**src/rtl/neuron_mac_sequencer.sv**
```systemverilog
// rtl/neuron_mac_sequencer.sv - reads (x,w) byte pairs from RAM, accumulates x*w, writes back a shifted/ReLU/saturated activation
module neuron_mac_sequencer #(
  parameter int N_INPUTS    = 2,
  parameter int BASE_ADDR   = 0,
  parameter int RESULT_ADDR = 4,
  parameter int SHIFT       = 0
) (
  input  logic       clk,
  input  logic       rst,
  input  logic       start,
  output logic       busy,
  output logic [7:0] read_address,
  output logic       oe,
  input  logic [7:0] read_data,
  output logic [7:0] write_address,
  output logic [7:0] write_data,
  output logic       wre,
  output logic [7:0] out_data,
  output logic       out_valid,
  input  logic       out_ready
);

  localparam int ACC_RAW = 16 + $clog2(N_INPUTS);
  localparam int ACC_W   = (ACC_RAW < 17) ? 17 : ACC_RAW;
  localparam int K_W     = (N_INPUTS > 1) ? $clog2(N_INPUTS) : 1;
  localparam logic [K_W-1:0] K_LAST = K_W'(N_INPUTS - 1);

  typedef enum logic [2:0] {
    S_IDLE,
    S_FETCH_X,
    S_FETCH_W,
    S_ACT,
    S_OUT
  } state_t;

  state_t                   state, state_next;
  logic [K_W-1:0]           k;
  logic signed [ACC_W-1:0]  acc;
  logic signed [7:0]        x_reg;
  logic [7:0]               out_q;

  logic [7:0]               pair_addr;
  logic signed [15:0]       prod;
  logic signed [ACC_W-1:0]  acc_next;
  logic signed [ACC_W-1:0]  shifted;
  logic [7:0]               act_val;

  // x of pair k sits at BASE_ADDR+2k, w right after it; sums wrap at 8 bits
  assign pair_addr = 8'(BASE_ADDR) + 8'({k, 1'b0});
  assign prod      = x_reg * $signed(read_data);
  assign acc_next  = acc + {{(ACC_W-16){prod[15]}}, prod};

  // Sign bit gives ReLU; any set bit from 7 upward (when non-negative) means >127
  assign shifted = acc >>> SHIFT;
  always_comb begin
    act_val = shifted[7:0];
    if (shifted[ACC_W-1])
      act_val = 8'd0;
    else if (|shifted[ACC_W-2:7])
      act_val = 8'd127;
  end

  always_comb begin
    state_next    = state;
    busy          = (state != S_IDLE);
    oe            = 1'b0;
    read_address  = 8'd0;
    wre           = 1'b0;
    write_address = 8'd0;
    write_data    = 8'd0;
    out_valid     = 1'b0;
    case (state)
      S_IDLE: begin
        if (start)
          state_next = S_FETCH_X;
      end
      S_FETCH_X: begin
        oe           = 1'b1;
        read_address = pair_addr;
        state_next   = S_FETCH_W;
      end
      S_FETCH_W: begin
        oe           = 1'b1;
        read_address = pair_addr + 8'd1;
        state_next   = (k == K_LAST) ? S_ACT : S_FETCH_X;
      end
      S_ACT: begin
        wre           = 1'b1;
        write_address = 8'(RESULT_ADDR);
        write_data    = act_val;
        state_next    = S_OUT;
      end
      S_OUT: begin
        out_valid = 1'b1;
        if (out_ready)
          state_next = S_IDLE;
      end
      default: state_next = S_IDLE;
    endcase
  end

  always_ff @(posedge clk) begin
    if (rst) begin
      state <= S_IDLE;
      k     <= '0;
      acc   <= '0;
      x_reg <= '0;
      out_q <= '0;
    end else begin
      state <= state_next;
      case (state)
        S_IDLE: begin
          if (start) begin
            acc <= '0;
            k   <= '0;
          end
        end
        S_FETCH_X: x_reg <= $signed(read_data);
        S_FETCH_W: begin
          acc <= acc_next;
          if (k != K_LAST)
            k <= k + 1'b1;
        end
        S_ACT: out_q <= act_val;
        default: ;
      endcase
    end
  end

  assign out_data = out_q;

endmodule

```
**config.mk**
```make
export PLATFORM = sky130hd
export DESIGN_NAME = neuron_mac_sequencer
export DESIGN_NICKNAME = d
export VERILOG_FILES = /design/src/rtl/neuron_mac_sequencer.sv
export SDC_FILE = /design/constraint.sdc
export NUM_CORES = 1
export LEC_CHECK = 0
export ABC_AREA = 1
export CAP_MARGIN = 20
export CORE_ASPECT_RATIO = 0.6
export CORE_UTILIZATION = 47
export CTS_BUF_LIST = sky130_fd_sc_hd__clkbuf_4 sky130_fd_sc_hd__clkbuf_8
export CTS_CLUSTER_SIZE = 14
export DETAILED_ROUTE_END_ITERATION = 8
export GPL_TIMING_DRIVEN = 0
export PLACE_DENSITY = 0.68
export SYNTH_ARGS = -nofsm -noshare
export SYNTH_HDL_FRONTEND = slang
export SYNTH_SLANG_ARGS = --single-unit
```
**constraint.sdc**
```tcl
create_clock -name clk -period 13.7 [get_ports clk]
set_input_delay 2.055 -clock clk [delete_from_list [all_inputs] [get_ports clk]]
set_output_delay 2.055 -clock clk [all_outputs]
set_load 0.02 [all_outputs]
```
==> qor.txt, run 1 <==
Status = finished, final reports clean
Post-synthesis area per instance = 7.10 um2
Total congestion overflow = 0
Longest Clk Path Bufs = 2
Initial antenna violation count = 0
Initial cell density of the core = 0.499
Placed insts = 887
Layout Skew = 0.00445 ns
Worst Path Max Fanout = 6
R2r worst-path depth = 26
CP Class = in2reg
Tightest Hold Check Type = reg2reg
Post-CTS Setup Inserts = 0
Slowest stage cell on the critical path = fa_1
EDFF count, synth = 0
Layout cells sized above 1 = 0.0737
Num CTS Buffers = 5
Resized cells post-CTS = 0
DRC viols = 0
Synth area leaders = fa_1, dfxtp_1, inv_1
Startpoint types = input port
Top post-synthesis cells by count = inv_1, nand2_1, a21oi_1, fa_1, ha_1
Final Max Tran Viols = 0
Core box area = 10200 um2
Reg2reg end = acc[13]
Clock slew at reported path FFs = 0.08 ns
DRT Wirelength = 12200 um
Leading area contributor after synthesis = fa_1
Netlist Area Pre-Place = 5070 um2
Mapped Cells = 714
Period utilization = 0.554
Vias in the first global route = 4165
Setup TNS = 0 ns
Sink Count = 37
Largest net degree at the start of global routing = 13
Synth top area share = 0.221
Fin nets = 872
CTS tree = done
Worst EP required = 13.94 ns
CP endpoint kind = flip-flop
H-Tree Depth = 2
Antenna Nets Post-Route = 0
FF-to-FF setup slack = 7.74 ns
Fillers = 953
DR WL/cell = 13.7 um
CTS Hold Buffers Added = 0
Chip height = 82.4 um
Max IR drop VDD = 0.0000552 V
FF+latch count, synth = 37
RSZ-0062 raised after global routing = no
Average via count per standard cell = 4.95
Max-cap violations = 0
Cell variety after synth = 39
Fmax = 132 MHz
Critical Path Start = read_data[7]
Worst slew margin relative to its limit = 0.602
Largest register FFs = 17
Worst-Margin Slew = 0.597 ns
Die width = 136 um
Crit Reg-Reg Startpoint = x_reg[1]
Final non-filler cell total = 895
Hold Path End = out_data[7]
Hold path start = out_data[7]
Final Hold Viols = 0
First-pass GRT wire length = 20500 um
First DRT Iteration DRCs = 261
WP buf/inv = 5
Crit-path leading delay family = adder cells
DP HPWL = 9980 um
Pre-antenna DRT Iters = 5
Final Hold Slack = 0.468 ns
I/O Buffers = 25
Site Rows = 28
Die footprint = 11200 um2
Worst EP arrival = 7.84 ns
Sequential area share after synthesis = 0.146
Worst path most repeated cell = a21oi_1
Global placer's final weighted congestion = 0.955
Count of final setup violators = 0
Yosys warns = 0
Area Growth Syn to Fin = 11.6%
Power per Cell Area = 90.9 nW/um2
Ports = 48
GRT Util Overall = 0.239
Ys async rst share = 0
Period minus WS final = 7.60 ns
Most used flip-flop cell after synthesis = dfxtp_1
Worst-Skew Late Latency = 0.31 ns
Vias = 4426
Top-count cell post-synth = inv_1
Hold depth = 2
ANT cells = 0
Pleak = 3.18 nW
Crit path largest cell delay = 0.61 ns
Clk root buf = clkbuf_8
## layout by cell type, fill, tap and decap left out, types with 2 or more instances in the layout
cell type,instances
a21o_1,6
a21oi_1,59
a21oi_2,2
a31oi_1,3
buf_2,3
buf_4,16
clkbuf_1,20
clkbuf_8,6
clkdlybuf4s50_1,25
conb_1,14
dfxtp_1,37
fa_1,56
ha_1,45
inv_1,182
inv_2,3
nand2_1,150
nand2_2,7
nand3_1,24
nand3_2,8
nand4_1,8
nor2_1,23
nor2_4,2
nor3_1,5
o21ai_0,19
o21ai_1,2
o21bai_1,2
or2_1,3
or2_2,4
xnor2_1,2
xor2_1,11
## cell type report
type,instances,area (um2),share of cell area
multi-input cells,465,3470,0.613
flip-flops and latches,37,741,0.131
inverters,186,698,0.123
repair buffers,25,250,0.0442
plain buffers,39,210,0.0372
well taps,135,169,0.0299
clock buffers,6,82.6,0.0146
clock inverters,2,37.5,0.00664
## cell families after synthesis
family	share of synthesized area
and+or+nand+nor	0.207
buffers and inverters	0.179
AOI/OAI and AO/OA	0.112
adders and majority gates	0.332
DFF	0.146
xor gates and xnor gates	0.0225
other	0.000740
## power breakdown
| group | switching [W] | leakage (nW) | internal, W |
|---|---|---|---|
| combinational | 0.000190 | 2.82 | 0.000103 |
| clock | 0.0000463 | 0.0574 | 0.0000593 |
| sequential | 0.00000339 | 0.300 | 0.000112 |
## per-layer routing
layer / track usage / vias to the layer above / part of all wire
met3: 0.0470 / 9 / 0.069
met1: 0.367 / 2059 / 0.53
met5: 0 / - / 0
met4: 0.0433 / 0 / 0.0059
li1: - / 2214 / -
met2: 0.344 / 144 / 0.40
## per-stage QoR
stage | util | area, um2 | power, W | worst slack (ns)
after floorplan | - | 5120 | 0.000339 | 6.79
after global placement | 0.545 | 5540 | 0.000400 | 5.92
after detailed placement | 0.545 | 5540 | 0.000406 | 5.88
after CTS | 0.557 | 5660 | 0.000513 | 6.18
after global routing | 0.557 | 5660 | 0.000560 | 5.73
final | 0.557 | 5660 | 0.000514 | 6.10
## worst register-to-register path, stage by stage (launching register included)
cell and delay [ns]:
dfxtp_1 0.31, clkbuf_1 0.37, nand2_1 0.14, fa_1 0.51, fa_1 0.56, inv_1 0.06, fa_1 0.61, inv_1 0.08
fa_1 0.54, inv_1 0.04, ha_1 0.37, a21oi_1 0.20, o21ai_0 0.15, a21oi_1 0.22, nor2_1 0.06, o21ai_0 0.15
nand2_1 0.09, xor2_1 0.15, inv_1 0.07, ha_1 0.33, a21oi_1 0.22, o21ai_0 0.13, a21oi_1 0.13, nand2_1 0.08
a21oi_1 0.10, o21ai_0 0.09, a21oi_1 0.12
## how the worst max path moves through the flow
stage                   end  slack [ns]  depth (start not counted)
floorplan           acc[13]        6.79                         26
global placement    acc[13]        5.92                         26
detailed placement  acc[16]        5.88                         27
CTS                 acc[13]        6.18                         26
global route        acc[13]        5.73                         26
finish              acc[13]        6.10                         26
No activity file was read; power rests on OpenSTA's default activity.
==> run 2: changes to the inputs <==
==> constraint.sdc (replaced) <==
create_clock -name clk -period 7.72 [get_ports clk]
set_input_delay 1.158 -clock clk [delete_from_list [all_inputs] [get_ports clk]]
set_output_delay 1.158 -clock clk [all_outputs]
set_load 0.02 [all_outputs]
==> results of run 2 <==
Same layout as run 1 (identical final DEF). Status: finished, final reports clean.
Main changes from that run: setup slack after placement 5.88 ns -> 0.797 ns; setup slack after layout 6.10 ns -> 1.02 ns; register-to-register setup slack 7.74 ns -> 1.76 ns; total power 0.000514 W -> 0.000913 W; worst IR drop on VDD 0.0000552 V -> 0.0000979 V
==> run 3: changes to the inputs <==
--- a/config.mk
+++ b/config.mk
@@ -8,12 +8,12 @@
 export ABC_AREA = 1
 export CAP_MARGIN = 20
 export CORE_ASPECT_RATIO = 0.6
-export CORE_UTILIZATION = 47
+export CORE_UTILIZATION = 35
 export CTS_BUF_LIST = sky130_fd_sc_hd__clkbuf_4 sky130_fd_sc_hd__clkbuf_8
 export CTS_CLUSTER_SIZE = 14
 export DETAILED_ROUTE_END_ITERATION = 8
 export GPL_TIMING_DRIVEN = 0
-export PLACE_DENSITY = 0.68
+export SKIP_LAST_GASP = 1
 export SYNTH_ARGS = -nofsm -noshare
 export SYNTH_HDL_FRONTEND = slang
 export SYNTH_SLANG_ARGS = --single-unit
==> qor.txt, run 3 (synthesis gave the netlist of run 1 again) <==
Ports = 48 (unchanged)
Largest register FFs = 17 (unchanged)
Startpoint types = input port (unchanged)
Final Hold Viols = 0 (unchanged)
DR WL/cell = 12.9 um (was 13.7 um)
Period minus WS final = 6.73 ns (was 6.70 ns)
Die footprint = 15000 um2 (was 11200 um2)
Tightest Hold Check Type = reg2reg (unchanged)
Longest Clk Path Bufs = 2 (unchanged)
I/O Buffers = 25 (unchanged)
Initial antenna violation count = 0 (unchanged)
Sink Count = 37 (unchanged)
Worst EP required = 7.95 ns (was 7.96 ns)
Resized cells post-CTS = 0 (unchanged)
Worst slew margin relative to its limit = 0.534 (was 0.602)
Power per Cell Area = 151 nW/um2 (was 161 nW/um2)
Clk pwr share = 0.171 (was 0.205)
First DRT Iteration DRCs = 326 (was 261)
Sequential cell area = 741 um2 (unchanged)
Antenna Nets Post-Route = 0 (unchanged)
Crit Reg-Reg Startpoint = x_reg[1] (unchanged)
Commonest non-fill, non-tap cell in the layout = inv_1 (unchanged)
Period utilization = 0.872 (was 0.868)
Fin nets = 872 (unchanged)
Global placer's final weighted congestion = 0.864 (was 0.955)
Multi-input logic area = 3470 um2 (unchanged)
Total congestion overflow = 0 (unchanged)
Largest net degree at the start of global routing = 12 (was 13)
GRT Util Overall = 0.179 (was 0.239)
Initial cell density of the core = 0.365 (was 0.499)
Reg power frac = 0.237 (was 0.224)
Count of final setup violators = 0 (unchanged)
Post-CTS Setup Inserts = 0 (unchanged)
Layout Skew = 0.00331 ns (was 0.00445 ns)
Fmax = 149 MHz (about the same)
Fillers = 1484 (was 953)
First-pass GRT wire length = 20300 um (was 20500 um)
H-Tree Depth = 2 (unchanged)
RSZ-0062 raised after global routing = no (unchanged)
DP HPWL = 10300 um (was 9980 um)
Site Rows = 33 (was 28)
Status = finished, final reports clean (unchanged)
Fin worst setup slack = 0.992 ns (was 1.02 ns)
DRC viols = 0 (unchanged)
Pre-antenna DRT Iters = 5 (unchanged)
CP endpoint kind = flip-flop (unchanged)
CTS Hold Buffers Added = 0 (unchanged)
Vias in the first global route = 3870 (was 4165)
Int Pwr = 0.000452 W (was 0.000487 W)
Final Max Tran Viols = 0 (unchanged)
Final Hold Slack = 0.448 ns (was 0.468 ns)
CP Class = in2reg (unchanged)
ANT cells = 0 (unchanged)
Worst EP arrival = 6.96 ns (was 6.94 ns)
DP Worst Slack = 0.706 ns (was 0.797 ns)
Hold path start = out_data[7] (unchanged)
Combinational fraction of design power = 0.592 (was 0.570)
Net Sw Frac = 0.476 (was 0.466)
Chip height = 95.2 um (was 82.4 um)
Average via count per standard cell = 4.42 (was 4.95)
Core box area = 13900 um2 (was 10200 um2)
Setup TNS = 0 ns (unchanged)
Die width = 157 um (was 136 um)
Area Growth Syn to Fin = 12.4% (was 11.6%)
Vias = 4201 (was 4426)
Worst Path Max Fanout = 7 (was 6)
Clock slew at reported path FFs = 0.08 ns (about the same)
Pleak = 3.16 nW (was 3.18 nW)
Clk root buf = clkbuf_8 (unchanged)
Num CTS Buffers = 5 (unchanged)
DRT Wirelength = 12300 um (was 12200 um)
Most frequent cells in the layout = inv_1, nand2_1, a21oi_1 (unchanged)
Max-cap violations = 0 (unchanged)
Layout cells sized above 1 = 0.0725 (was 0.0737)
Max IR drop VDD = 0.0000656 V (was 0.0000979 V)
CTS tree = done (unchanged)
Worst-Margin Slew = 0.699 ns (was 0.597 ns)
Psw = 0.000410 W (was 0.000425 W)
Worst-Skew Late Latency = 0.30 ns (was 0.31 ns)
Critical Path Start = read_data[7] (unchanged)
## run 3: changes by cell type in the layout (fill, tap and decap cells not counted), sizes merged
cell / delta
bufinv: -1
## run 3: area by class of cell
type / instances / share of cell area
clock buffers: 6 / 0.0145
plain buffers: 39 / 0.0369
flip-flops and latches: 37 / 0.130
clock inverters: 1 / 0.00132
well taps: 192 / 0.0422
multi-input cells: 465 / 0.609
repair buffers: 25 / 0.0439
inverters: 186 / 0.123
## run 3: critical path, stage by stage
cell and delay (ns):
clkdlybuf4s50_1 0.62, inv_1 0.20, nor2_1 0.17, fa_1 0.45
fa_1 0.59, fa_1 0.57, inv_1 0.06, fa_1 0.53
inv_1 0.04, ha_1 0.34, a21oi_1 0.16, o21ai_0 0.13
a21oi_1 0.22, nor2_1 0.06, o21ai_0 0.15, nand2_1 0.08
xor2_1 0.15, inv_1 0.06, ha_1 0.32, a21oi_1 0.21
o21ai_0 0.12, a21oi_1 0.13, nand2_1 0.11, a21oi_1 0.12
o21ai_0 0.09, a21oi_1 0.12
## run 3: final timing paths
path	to	slack [ns]	cells past startpoint
min reg2reg	out_data[7]	0.45	2
min	out_data[7]	0.45	2
max reg2reg	acc[13]	1.91	26
max	acc[13]	0.99	26
## run 3: power groups by stage
stage               combinational [W]  clock (W)  sequential, W
floorplan                    0.000395          0       0.000208
detailed placement           0.000508          0       0.000209
global route                 0.000598   0.000163       0.000205
CTS                          0.000514   0.000154       0.000204
global placement             0.000511          0       0.000209
finish                       0.000510   0.000147       0.000204
## run 3: layer usage
metal,up-vias,wire length [um],global-route usage
met2,110,4120,0.221
met5,-,0,0
met4,0,53,0.0218
li1,2220,-,-
met3,4,944,0.0368
met1,1867,7140,0.304
## run 3: through the flow
stage | std cells | power, W | util | area (um2)
6_report | 951 | 0.000862 | 0.411 | 5700
5_1_grt | 951 | 0.000966 | 0.411 | 5700
4_1_cts | 951 | 0.000872 | 0.411 | 5700
3_5_place_dp | 944 | 0.000717 | 0.404 | 5610
3_3_place_gp | 944 | 0.000720 | 0.404 | 5610
2_1_floorplan | 727 | 0.000602 | - | 5120
